==> src/rtl/sp_ram_pkg.sv <==
// Shared types and constants for the two-requester single-port RAM arbiter.
package sp_ram_pkg;

    localparam int NUM_REQ  = 2;
    localparam int REQ_CORE = 0;
    localparam int REQ_ACC  = 1;
    localparam int BE_WIDTH = 4;

    // One entry per granted access, retired on the following cycle.
    typedef struct packed {
        logic valid;
        logic owner;
        logic is_read;
    } resp_t;

    function automatic logic [NUM_REQ-1:0] owner_onehot(input logic owner);
        return owner ? 2'b10 : 2'b01;
    endfunction

endpackage

==> src/rtl/sp_ram_arb_rr.sv <==
// Grant logic for two requesters; round-robin when SP_RAM_ARB_RR_EN is defined,
// otherwise fixed priority with the core (M0) winning every conflict.
module sp_ram_arb_rr
    import sp_ram_pkg::*;
(
`ifdef SP_RAM_ARB_RR_EN
    input  logic               clk_i,
`endif
    input  logic               rstn_i,
    input  logic [NUM_REQ-1:0] req_i,
    output logic [NUM_REQ-1:0] gnt_o
);

`ifdef SP_RAM_ARB_RR_EN
    // Set means the accelerator was granted last, so the core is preferred next.
    logic last_acc_p1;

    always_ff @(posedge clk_i or negedge rstn_i) begin
        if (!rstn_i) begin
            last_acc_p1 <= 1'b1;
        end else if (|gnt_o) begin
            last_acc_p1 <= gnt_o[REQ_ACC];
        end
    end

    always_comb begin
        gnt_o = '0;
        if (rstn_i) begin
            case (req_i)
                2'b01:   gnt_o = 2'b01;
                2'b10:   gnt_o = 2'b10;
                2'b11:   gnt_o = last_acc_p1 ? 2'b01 : 2'b10;
                default: gnt_o = '0;
            endcase
        end
    end
`else
    always_comb begin
        gnt_o = '0;
        if (rstn_i) begin
            case (req_i)
                2'b01:   gnt_o = 2'b01;
                2'b10:   gnt_o = 2'b10;
                2'b11:   gnt_o = 2'b01;
                default: gnt_o = '0;
            endcase
        end
    end
`endif

endmodule

==> src/rtl/sp_ram_arbiter.sv <==
// Arbitrates a core and an accelerator onto one single-port RAM bank with one-cycle
// responses. Build with SP_RAM_ARB_RR_EN for round-robin, otherwise fixed priority.
module sp_ram_arbiter
    import sp_ram_pkg::*;
#(
    parameter int ADDR_WIDTH = 16,
    parameter int DATA_WIDTH = 32
) (
    input  logic                      clk_i,
    input  logic                      rstn_i,
    input  logic [NUM_REQ-1:0]        req_i,
    input  logic [NUM_REQ-1:0]        we_i,
    input  logic [2*BE_WIDTH-1:0]     be_i,
    input  logic [2*ADDR_WIDTH-1:0]   addr_i,
    input  logic [2*DATA_WIDTH-1:0]   wdata_i,
    output logic [NUM_REQ-1:0]        gnt_o,
    output logic [NUM_REQ-1:0]        rvalid_o,
    output logic [DATA_WIDTH-1:0]     rdata_o,
    output logic                      en_o,
    output logic                      we_o,
    output logic [BE_WIDTH-1:0]       be_o,
    output logic [ADDR_WIDTH-1:0]     addr_o,
    output logic [DATA_WIDTH-1:0]     wdata_o,
    input  logic [DATA_WIDTH-1:0]     rdata_i
);

    logic [NUM_REQ-1:0]    gnt_p0;
    resp_t                 resp_p0;
    resp_t                 resp_p1;
    logic [DATA_WIDTH-1:0] rdata_hold_p1;

    sp_ram_arb_rr u_arb (
`ifdef SP_RAM_ARB_RR_EN
        .clk_i  (clk_i),
`endif
        .rstn_i (rstn_i),
        .req_i  (req_i),
        .gnt_o  (gnt_p0)
    );

    assign gnt_o = gnt_p0;

    // Stage p0: route the granted requester onto the bank port.
    always_comb begin
        en_o    = 1'b0;
        we_o    = 1'b0;
        be_o    = '0;
        addr_o  = '0;
        wdata_o = '0;
        if (gnt_p0[REQ_CORE]) begin
            en_o    = 1'b1;
            we_o    = we_i[REQ_CORE];
            be_o    = be_i[BE_WIDTH-1:0];
            addr_o  = addr_i[ADDR_WIDTH-1:0];
            wdata_o = wdata_i[DATA_WIDTH-1:0];
        end else if (gnt_p0[REQ_ACC]) begin
            en_o    = 1'b1;
            we_o    = we_i[REQ_ACC];
            be_o    = be_i[2*BE_WIDTH-1:BE_WIDTH];
            addr_o  = addr_i[2*ADDR_WIDTH-1:ADDR_WIDTH];
            wdata_o = wdata_i[2*DATA_WIDTH-1:DATA_WIDTH];
        end
    end

    always_comb begin
        resp_p0.valid   = en_o;
        resp_p0.owner   = gnt_p0[REQ_ACC];
        resp_p0.is_read = en_o & ~we_o;
    end

    // Stage p1: bank data arrives; track the response and hold the last read word.
    always_ff @(posedge clk_i or negedge rstn_i) begin
        if (!rstn_i) begin
            resp_p1       <= '0;
            rdata_hold_p1 <= '0;
        end else begin
            resp_p1 <= resp_p0;
            if (resp_p1.valid && resp_p1.is_read) begin
                rdata_hold_p1 <= rdata_i;
            end
        end
    end

    assign rvalid_o = resp_p1.valid ? owner_onehot(resp_p1.owner) : '0;
    assign rdata_o  = (resp_p1.valid && resp_p1.is_read) ? rdata_i : rdata_hold_p1;

endmodule

==> config.mk <==
export PLATFORM = sky130hd
export DESIGN_NAME = sp_ram_arbiter
export DESIGN_NICKNAME = d
export VERILOG_FILES = /design/src/rtl/sp_ram_pkg.sv /design/src/rtl/sp_ram_arb_rr.sv /design/src/rtl/sp_ram_arbiter.sv
export SDC_FILE = /design/constraint.sdc
export NUM_CORES = 1
export LEC_CHECK = 0
export CORE_AREA = 2 2 90 92
export CTS_CLUSTER_DIAMETER = 120
export DETAILED_ROUTE_END_ITERATION = 10
export DIE_AREA = 0 0 92 94
export GPL_TIMING_DRIVEN = 0
export PLACE_DENSITY = 0.89
export SETUP_SLACK_MARGIN = 0.2
export SLEW_MARGIN = 40
export SYNTH_ARGS = -nofsm -noshare
export SYNTH_HDL_FRONTEND = slang
export SYNTH_HIERARCHICAL = 1
export SYNTH_SLANG_ARGS = --single-unit
==> constraint.sdc <==
create_clock -name clk_i -period 2.7 [get_ports clk_i]
set_input_delay 0.54 -clock clk_i [delete_from_list [all_inputs] [get_ports clk_i]]
set_output_delay 0.54 -clock clk_i [all_outputs]
set_load 0.02 [all_outputs]
# Word level (Yosys, flattened, before mapping)
# Cells that the tools add are included.
# op_classes
n_eq_ne,3
muxes,15
bitwise,2
reduce_logical,2
# ops
op,count
$mux W32,3
$mux W16,2
$mux W4,2
$mux W2,3
$eq A2 B2 Y1 const B,2
$mux W1,4
$pmux W2 S2,1
$eq A2 B1 Y1 const B,1
$reduce_or A2 Y1,1
$and A1 B1 Y1,1
$logic_and A1 B1 Y1,1
$not A1 Y1,1
# totals
ff_bits,35
inputBits,142
out_inout_bits,90
elab_cells,26

# Logic depth before layout (Yosys ltp)
# Gate-level depths: netlist of the first run.
# logic_depth
word_depth,8
mapped_depth,5
depth_no_buf,3

# Cells and area by module
# The synthesis of the first run kept the hierarchy.
# by_module_without_submodules
mod,instances,cells_each,area_per_inst_um2,seq_area_each_um2
sp_ram_arbiter,1,145,1990.7,875.8
sp_ram_arb_rr,1,2,16.3,0.0

# Worst setup path after synthesis of the first run
# Ideal clock, no wire load.
# synth_path
kind,input-to-output
start,in req_i[0]
end,out be_o[0]
arrival_ns,1.613
required_ns,2.160
slack_ns,0.547
cell_stages,4
path_buffers,2
path_cell_list,and2_2 > buf_2 > buf_2 > o21ai_0
# synth_between
elab_chain_len,6
elab_cells_between_ends,8
classes_between,3 x eq/ne; 4 x mux; 1 x reduce/logical
# synth_rtl
item,line_no,rtl
from (decl),sp_ram_arbiter.sv:11,"input logic [NUM_REQ-1:0] req_i,"
$eq A2 B1 Y1 or $eq A2 B2 Y1 (tied branches),sp_ram_arb_rr.sv:41,case (req_i)
$reduce_or A2 Y1 (no line),n/a,
$pmux W2 S2 (*),sp_ram_arb_rr.sv:41,
$mux W2 (*),sp_ram_arb_rr.sv:40,if (rstn_i) begin
$mux W4,sp_ram_arbiter.sv:56,end else if (gnt_p0[REQ_ACC]) begin
$mux W4 (*),sp_ram_arbiter.sv:50,if (gnt_p0[REQ_CORE]) begin
to (decl),sp_ram_arbiter.sv:21,"output logic [BE_WIDTH-1:0] be_o,"
# Mark *: on every way between the ends. The rest lies on a longest branch, timed or not.

# Worst setup path in the final report of the first run
# layout_path
start,in rstn_i
end,out addr_o[15]
# layout_between
elab_chain_len,3
# layout_rtl
item,line_no,rtl
from (decl),sp_ram_arbiter.sv:10,"input logic rstn_i,"
$mux W2 (*),sp_ram_arb_rr.sv:40,
$mux W16,sp_ram_arbiter.sv:56,
$mux W16 (*),sp_ram_arbiter.sv:50,
to (decl),sp_ram_arbiter.sv:22,"output logic [ADDR_WIDTH-1:0] addr_o,"
# Marked as above.

==> results of run 1 <==
==> timing repair <==
item                       in CTS  in global routing
resized for setup             241                 39
hold buffers                    0                  0
setup endpoints to repair      56                 76
buffers inserted                1                  0
hold endpoints to repair        0                  0
pin swaps                       3                  1
gates cloned                    2                  2
==> layer usage <==
metal,GRT usage,part of all wire
met1,0.208,0.36
met2,0.375,0.54
met3,0.0586,0.078
met4,0.0572,0.023
met5,0,0
==> Yosys cell counts, types with 2 or more instances <==
| master | instances |
|---|---|
| mux2_4 | 30 |
| inv_1 | 2 |
| buf_6 | 8 |
| dfrtp_1 | 35 |
| nor2b_1 | 2 |
| mux2_2 | 2 |
| buf_2 | 5 |
| a22o_1 | 53 |
| nand2_1 | 2 |
==> worst max-delay path, delay by kind of cell <==
family	cells	cell delay [ps]
buffers and inverters	4	820
AOI/OAI and AO/OA	1	140
and+or+nand+nor	2	360
==> report_power, final <==
group	internal [mW]	switching (mW)	leakage, nW
registers	0.659	0.0412	0.412
clock network	0.181	0.171	0.0422
logic	0.657	0.496	1.94
total	1.50	0.708	2.39
==> through the flow <==
| stage | TNS, ps | instance area, um^2 | cells | util |
|---|---|---|---|---|
| 2_1_floorplan | 0 | 2010 | 147 | - |
| 3_3_place_gp | -96300 | 4450 | 480 | 0.585 |
| 3_5_place_dp | -26880 | 4470 | 481 | 0.588 |
| 4_1_cts | 0 | 4440 | 492 | 0.583 |
| 5_1_grt | 0 | 4580 | 494 | 0.602 |
| 6_report | 0 | 4580 | 494 | 0.602 |
==> logic make-up after synthesis <==
kind of cell	count (synthesis)
compound gates	54
flops	35
mux	32
buf+inv	17
simple gates	9
==> flip-flops by register name (all words and copies together) (netlist names) <==
signal / cells
rdata_hold_p1: 32
resp_p1: 3
==> how the worst max path moves through the flow <==
| stage | slack [ps] | endpoint | cells after the start |
|---|---|---|---|
| finish | 300 | addr_o[15] | 7 |
| global route | 200 | wdata_o[4] | 8 |
| CTS | 200 | wdata_o[13] | 7 |
| detailed placement | -580 | wdata_o[13] | 8 |
| global placement | -1780 | wdata_o[13] | 7 |
| floorplan | 550 | be_o[0] | 4 |
==> final cells by class <==
cell class                      instances  area (um^2)
Fill cell                             620         3030
Multi-Input combinational cell         95         1020
Sequential cell                        35          876
Tap cell                              102          128
Buffer                                 15          149
Clock buffer                            7         76.3
Inverter                                2         7.51
Clock inverter                          1         5.00
Timing Repair Buffer                  237         2310
==> layout by cell type (no fill, tap or decap), drive strengths merged <==
cell type	synthesis	final
dfrtp	35	35
a22o	53	53
buf	14	69
inv	2	2
nand2	3	3
clkdlybuf4s50	0	144
o21ai	1	1
dlymetal6s2s	0	31
dlygate4sd2	0	4
and2	2	2
or2	1	1
mux2	32	32
clkinv	0	1
nor2b	2	2
clkbuf	1	10
clkdlybuf4s15	0	1
and3b	1	1
==> impl_metrics.csv, run 1 <==
group,metric,value,unit
worst_setup_path,critical_path_peak_fanout,16,
placed_design,place_ws,-577,ps
run,cap_violations,0,
yosys,synth_top_family_by_area,"multiplexers",
yosys,yosysUniqueCellTypes,17,
pwr,power,2.21,mW
worst_setup_path,startpoint_type,"input port",
worst_setup_path,r2r_end,"rdata_hold_p1[29]",
yosys,synth-adder-area-share,0,
global_routing,grt_max_degree,24,
yosys,yosysSeqAreaShare,0.436,
clock_tree,clk_pin_slew_worst_paths,70,ps
yosys,ys.flop_type,"dfrtp_1",
worst_setup_path,crit_path_end_kind,"output port",
yosys,synth_top_area_frac,0.436,
route,avgRoutedWirePerCell,18.6,um
worst_setup_path,timing.rr.start,"resp_p1[2]",
floorplan,io_pins,232,
yosys,ys_top_cells_by_area,"dfrtp_1, a22o_1, mux2_4, buf_6, buf_2",
route,avgViaCountPerCell,4.61,
sta,finalCritPeriodShare,0.889,
sta,hold_viol_final,0,
route,first_pass_iters,6,
worst_setup_path,cp-startpoint,"rstn_i",
yosys,synthesis.nets,289,
worst_setup_path,worst_path_max_delay_cell,"dlygate4sd2_1",
route,drt_drc_violations_left,0,
yosys,synth.mux.area_fraction,0.236,
pwr,powerDensity,482,nW/um^2
floorplan,initial_core_util,0.264,
sta,fin_crit,2400,ps
worst_hold_path,hp-class,"in2async",
sta,fin_skew,3.47,ps
floorplan,die-area,8650,um^2
clock_tree,cts_tree,"yes",
worst_setup_path,path_class,"in2out",
yosys,yosys.area_share.simple,0.0274,
clock_tree,root_buffer,"clkbuf_8",
sta,timing.hold.ws,72.0,ps
clock_tree,cts.sinks,35,
yosys,syn_inst,147,
clock_tree,numCtsBuffers,5,
sta,drv_slew,0,
global_routing,grt_overflow,0,
clock_tree,clk_latency,280,ps
placed_design,dp_hpwl,7370,um
floorplan,std_cell_rows,32,
yosys,ys_warn_count,6,
worst_setup_path,rr_worst_depth,3,
global_routing,grt_pass1_wl,13100,um
global_routing,grt_usage,0.197,
route,ant_nets,0,
sta,fmax,0.417,GHz
yosys,synth_xor_area_frac,0,
finish,drive_gt1_frac,0.296,
pwr,vdd_drop_max,0.186,mV
outcome,status,"finished, final reports clean",
yosys,syn_avg_cell_area,13.7,um^2
yosys,mappedNetlistArea,2010,um^2
worst_setup_path,cpPeakStageDelay,340,ps
finish,n_antenna_cell,0,
yosys,yosys_register_bits,35,
finish,syn_to_final_growth,128,%
finish,final_nets,533,
worst_setup_path,arrival,1860,ps
floorplan,die_h,94,um
sta,grt_setup_unrepaired,"false",
worst_setup_path,cp_cell_sequence,"buf_8 -> buf_16 -> and3b_2 -> nor2b_4 -> buf_4 -> a22o_1 -> dlygate4sd2_1",
clock_tree,htree_levels,2,
route,route.vias.total,2278,
yosys,synthArstFlopShare,1.00,
floorplan,core,7610,um^2
sta,setup_viol_count_final,0,
yosys,synth_edf_count,0,
route,drt-total-wl,9170,um
global_routing,antenna_found_initial,0,
yosys,synth_compound_area_frac,0.234,
global_routing,grt_pass1_vias,2462,
worst_setup_path,crit_required,2160,ps
placed_design,gp_congestion,0.757,
yosys,synth_top_area_cell,"dfrtp_1",
route,drtIter0Drc,52,
placed_design,numPortBuffers,231,
worst_setup_path,rrSetupSlack,1490,ps
pwr,p_leak,2.39,nW
floorplan,die_w,92,um
sta,max-slew-margin-rel,0.744,
clock_tree,cts_max_path_buffers,2,
sta,worst_slew_pin_slew,384,ps
sta,finalWorstSetupSlack,301,ps
(Power assumes the default switching activity.)
==> run 2: changes to the inputs <==
CORE_AREA = not set   (was 2 2 90 92)
CORE_ASPECT_RATIO = 1.5   (was not set)
CORE_MARGIN = 1   (was not set)
CORE_UTILIZATION = 25   (was not set)
DIE_AREA = not set   (was 0 0 92 94)
clock period = 2.1 ns   (was 2.7 ns; I/O delays follow)
==> run 2 against run 1 <==
Sequential share of layout area shrank 1.9 points. Global-route usage rose by 1.9 points. Core utilization rose by 5.7 points. Die area down 2.9%. Count of clock-buffer cells in the layout decreased by 1. Sequential power rose by 30%. Critical path type unchanged.
==> impl_metrics.csv, run 2 (synthesis results as in run 1) <==
group,metric,value,unit
route,route.vias.total,2428,
global_routing,grt_pass1_vias,2543,
clock_tree,clk_pin_slew_worst_paths,50,ps
worst_setup_path,critical_path_peak_fanout,5,
worst_setup_path,rrSetupSlack,710,ps
route,drtIter0Drc,64,
placed_design,dp_hpwl,7280,um
sta,fmax,0.492,GHz
sta,setup_viol_count_final,0,
floorplan,std_cell_rows,39,
pwr,p_seq_frac,0.264,
floorplan,die_w,75.2,um
pwr,p_leak,2.40,nW
finish,fin_util,0.658,
worst_setup_path,startpoint_type,"input port",
finish,top_register,"rdata_hold_p1",
finish,mostFrequentLayoutCells,"clkdlybuf4s50_1, buf_6, a22o_1, dfrtp_1, mux2_4",
floorplan,die_h,112,um
placed_design,gp_congestion,0.852,
route,avgViaCountPerCell,4.72,
clock_tree,numCtsBuffers,5,
pwr,power_switching,1.03,mW
clock_tree,cts.sinks,35,
global_routing,grt_usage,0.216,
clock_tree,cts_max_path_buffers,2,
sta,timing.hold.ws,72.0,ps
route,first_pass_iters,5,
sta,hold_viol_final,0,
global_routing,grt_max_degree,14,
sta,drv_slew,0,
pwr,pwr-share-comb,0.489,
sta,grt_setup_unrepaired,"true",
worst_setup_path,path_class,"in2out",
route,ant_nets,0,
clock_tree,htree_levels,2,
sta,finalCritPeriodShare,0.967,
outcome,status,"finished, final reports clean",
worst_setup_path,arrival,1610,ps
sta,fin_crit,2030,ps
placed_design,numPortBuffers,231,
floorplan,io_pins,232,
pwr,p_int,2.41,mW
global_routing,grt_overflow,0,
finish,final_common_cell,"clkdlybuf4s50_1",
route,avgRoutedWirePerCell,19.2,um
global_routing,antenna_found_initial,0,
sta,fin_skew,4.44,ps
floorplan,die-area,8400,um^2
finish,n_antenna_cell,0,
finish,fillers,573,
pwr,power_frac_clock,0.247,
sta,finalWorstSetupSlack,69.2,ps
finish,final_nets,553,
floorplan,core,7710,um^2
pwr,vdd_drop_max,0.435,mV
global_routing,grt_pass1_wl,13400,um
sta,max-slew-margin-rel,0.823,
worst_setup_path,crit_path_end_kind,"output port",
worst_hold_path,hp-class,"in2async",
clock_tree,root_buffer,"clkbuf_16",
finish,top_regs,"rdata_hold_p1 (32), resp_p1 (3)",
clock_tree,clk_latency,270,ps
sta,worst_slew_pin_slew,266,ps
run,cap_violations,0,
finish,drive_gt1_frac,0.427,
floorplan,initial_core_util,0.260,
clock_tree,cts_tree,"yes",
worst_setup_path,crit_required,1680,ps
sta,setup_tns,0,ps
route,drt-total-wl,9850,um
finish,largest_register_ffs,32,
placed_design,place_ws,-897,ps
pwr,powerDensity,678,nW/um^2
route,drt_drc_violations_left,0,
clock_tree,cts-hold-fix-buffers,0,
pwr,power,3.44,mW
finish,syn_to_final_growth,153,%
pwr,power.share.switching,0.299,
## run 2: cell count changes in the layout (fill, tap and decap cells not counted), moves of 2 or more
cell and delta:
buf_2 -34, buf_12 +7, buf_6 +56, buf_4 +18, clkbuf_8 -4, dlymetal6s2s_1 -30, clkbuf_2 +2, clkbuf_16 +5
dlygate4sd2_1 -3, clkdlybuf4s50_1 -4, clkdlybuf4s15_2 +9, clkbuf_1 -3
## run 2: worst max-delay path, cell delays in order
cell	delay [ps]
buf_12	100
buf_12	120
and3b_2	190
nor2b_4	130
buf_8	140
buf_8	140
a22o_1	220
buf_6	140
## run 2: power by group through the flow
stage | sequential (mW) | combinational (mW) | clock [mW]
4_1_cts | 0.903 | 1.47 | 0.873
3_5_place_dp | 0.913 | 1.54 | 0
2_1_floorplan | 0.892 | 0.727 | 0
6_report | 0.907 | 1.68 | 0.850
5_1_grt | 0.920 | 1.77 | 0.905
3_3_place_gp | 0.899 | 1.50 | 0
## run 2: through the flow
stage / instances / cell area (um^2)
2_1_floorplan: 147 / 2010
3_3_place_gp: 480 / 4450
3_5_place_dp: 481 / 4460
4_1_cts: 499 / 4690
5_1_grt: 514 / 5080
6_report: 514 / 5080
## run 2: repair_timing
action,in CTS,in global routing
setup endpoints to repair,88,87
gates resized for setup,406,105
setup buffers,6,13
cloned,4,2
pin swaps,6,6
## run 2: path summary, 6_finish.rpt
| kind | end | start | cells after the start |
|---|---|---|---|
| worst min-delay path | rdata_hold_p1[14] | rstn_i | 2 |
| worst max-delay path | addr_o[4] | rstn_i | 8 |
| max in group asynchronous | rdata_hold_p1[16] | rstn_i | 3 |
| worst min register to register | rdata_hold_p1[11] | rdata_hold_p1[11] | 1 |
| worst max register to register | rdata_hold_p1[23] | resp_p1[2] | 5 |
| min in group clk_i | rdata_hold_p1[11] | rdata_hold_p1[11] | 1 |
## run 2: layout make-up
cell class                      instances  area (um^2)  area share
Buffer                                 15          193      0.0380
Tap cell                              102          128      0.0251
Timing Repair Buffer                  257         2680       0.527
Multi-Input combinational cell         95         1020       0.202
Inverter                                2         7.51     0.00148
Sequential cell                        35          876       0.173
Clock buffer                            6          139      0.0274
Clock inverter                          2         35.0     0.00690
## run 2: routing by layer
layer	track usage	vias to the layer above	wire length, um
met3	0.0507	12	902
met5	0	-	0
met2	0.404	173	5260
met1	0.239	1142	3570
li1	-	1101	-
met4	0.0444	0	113
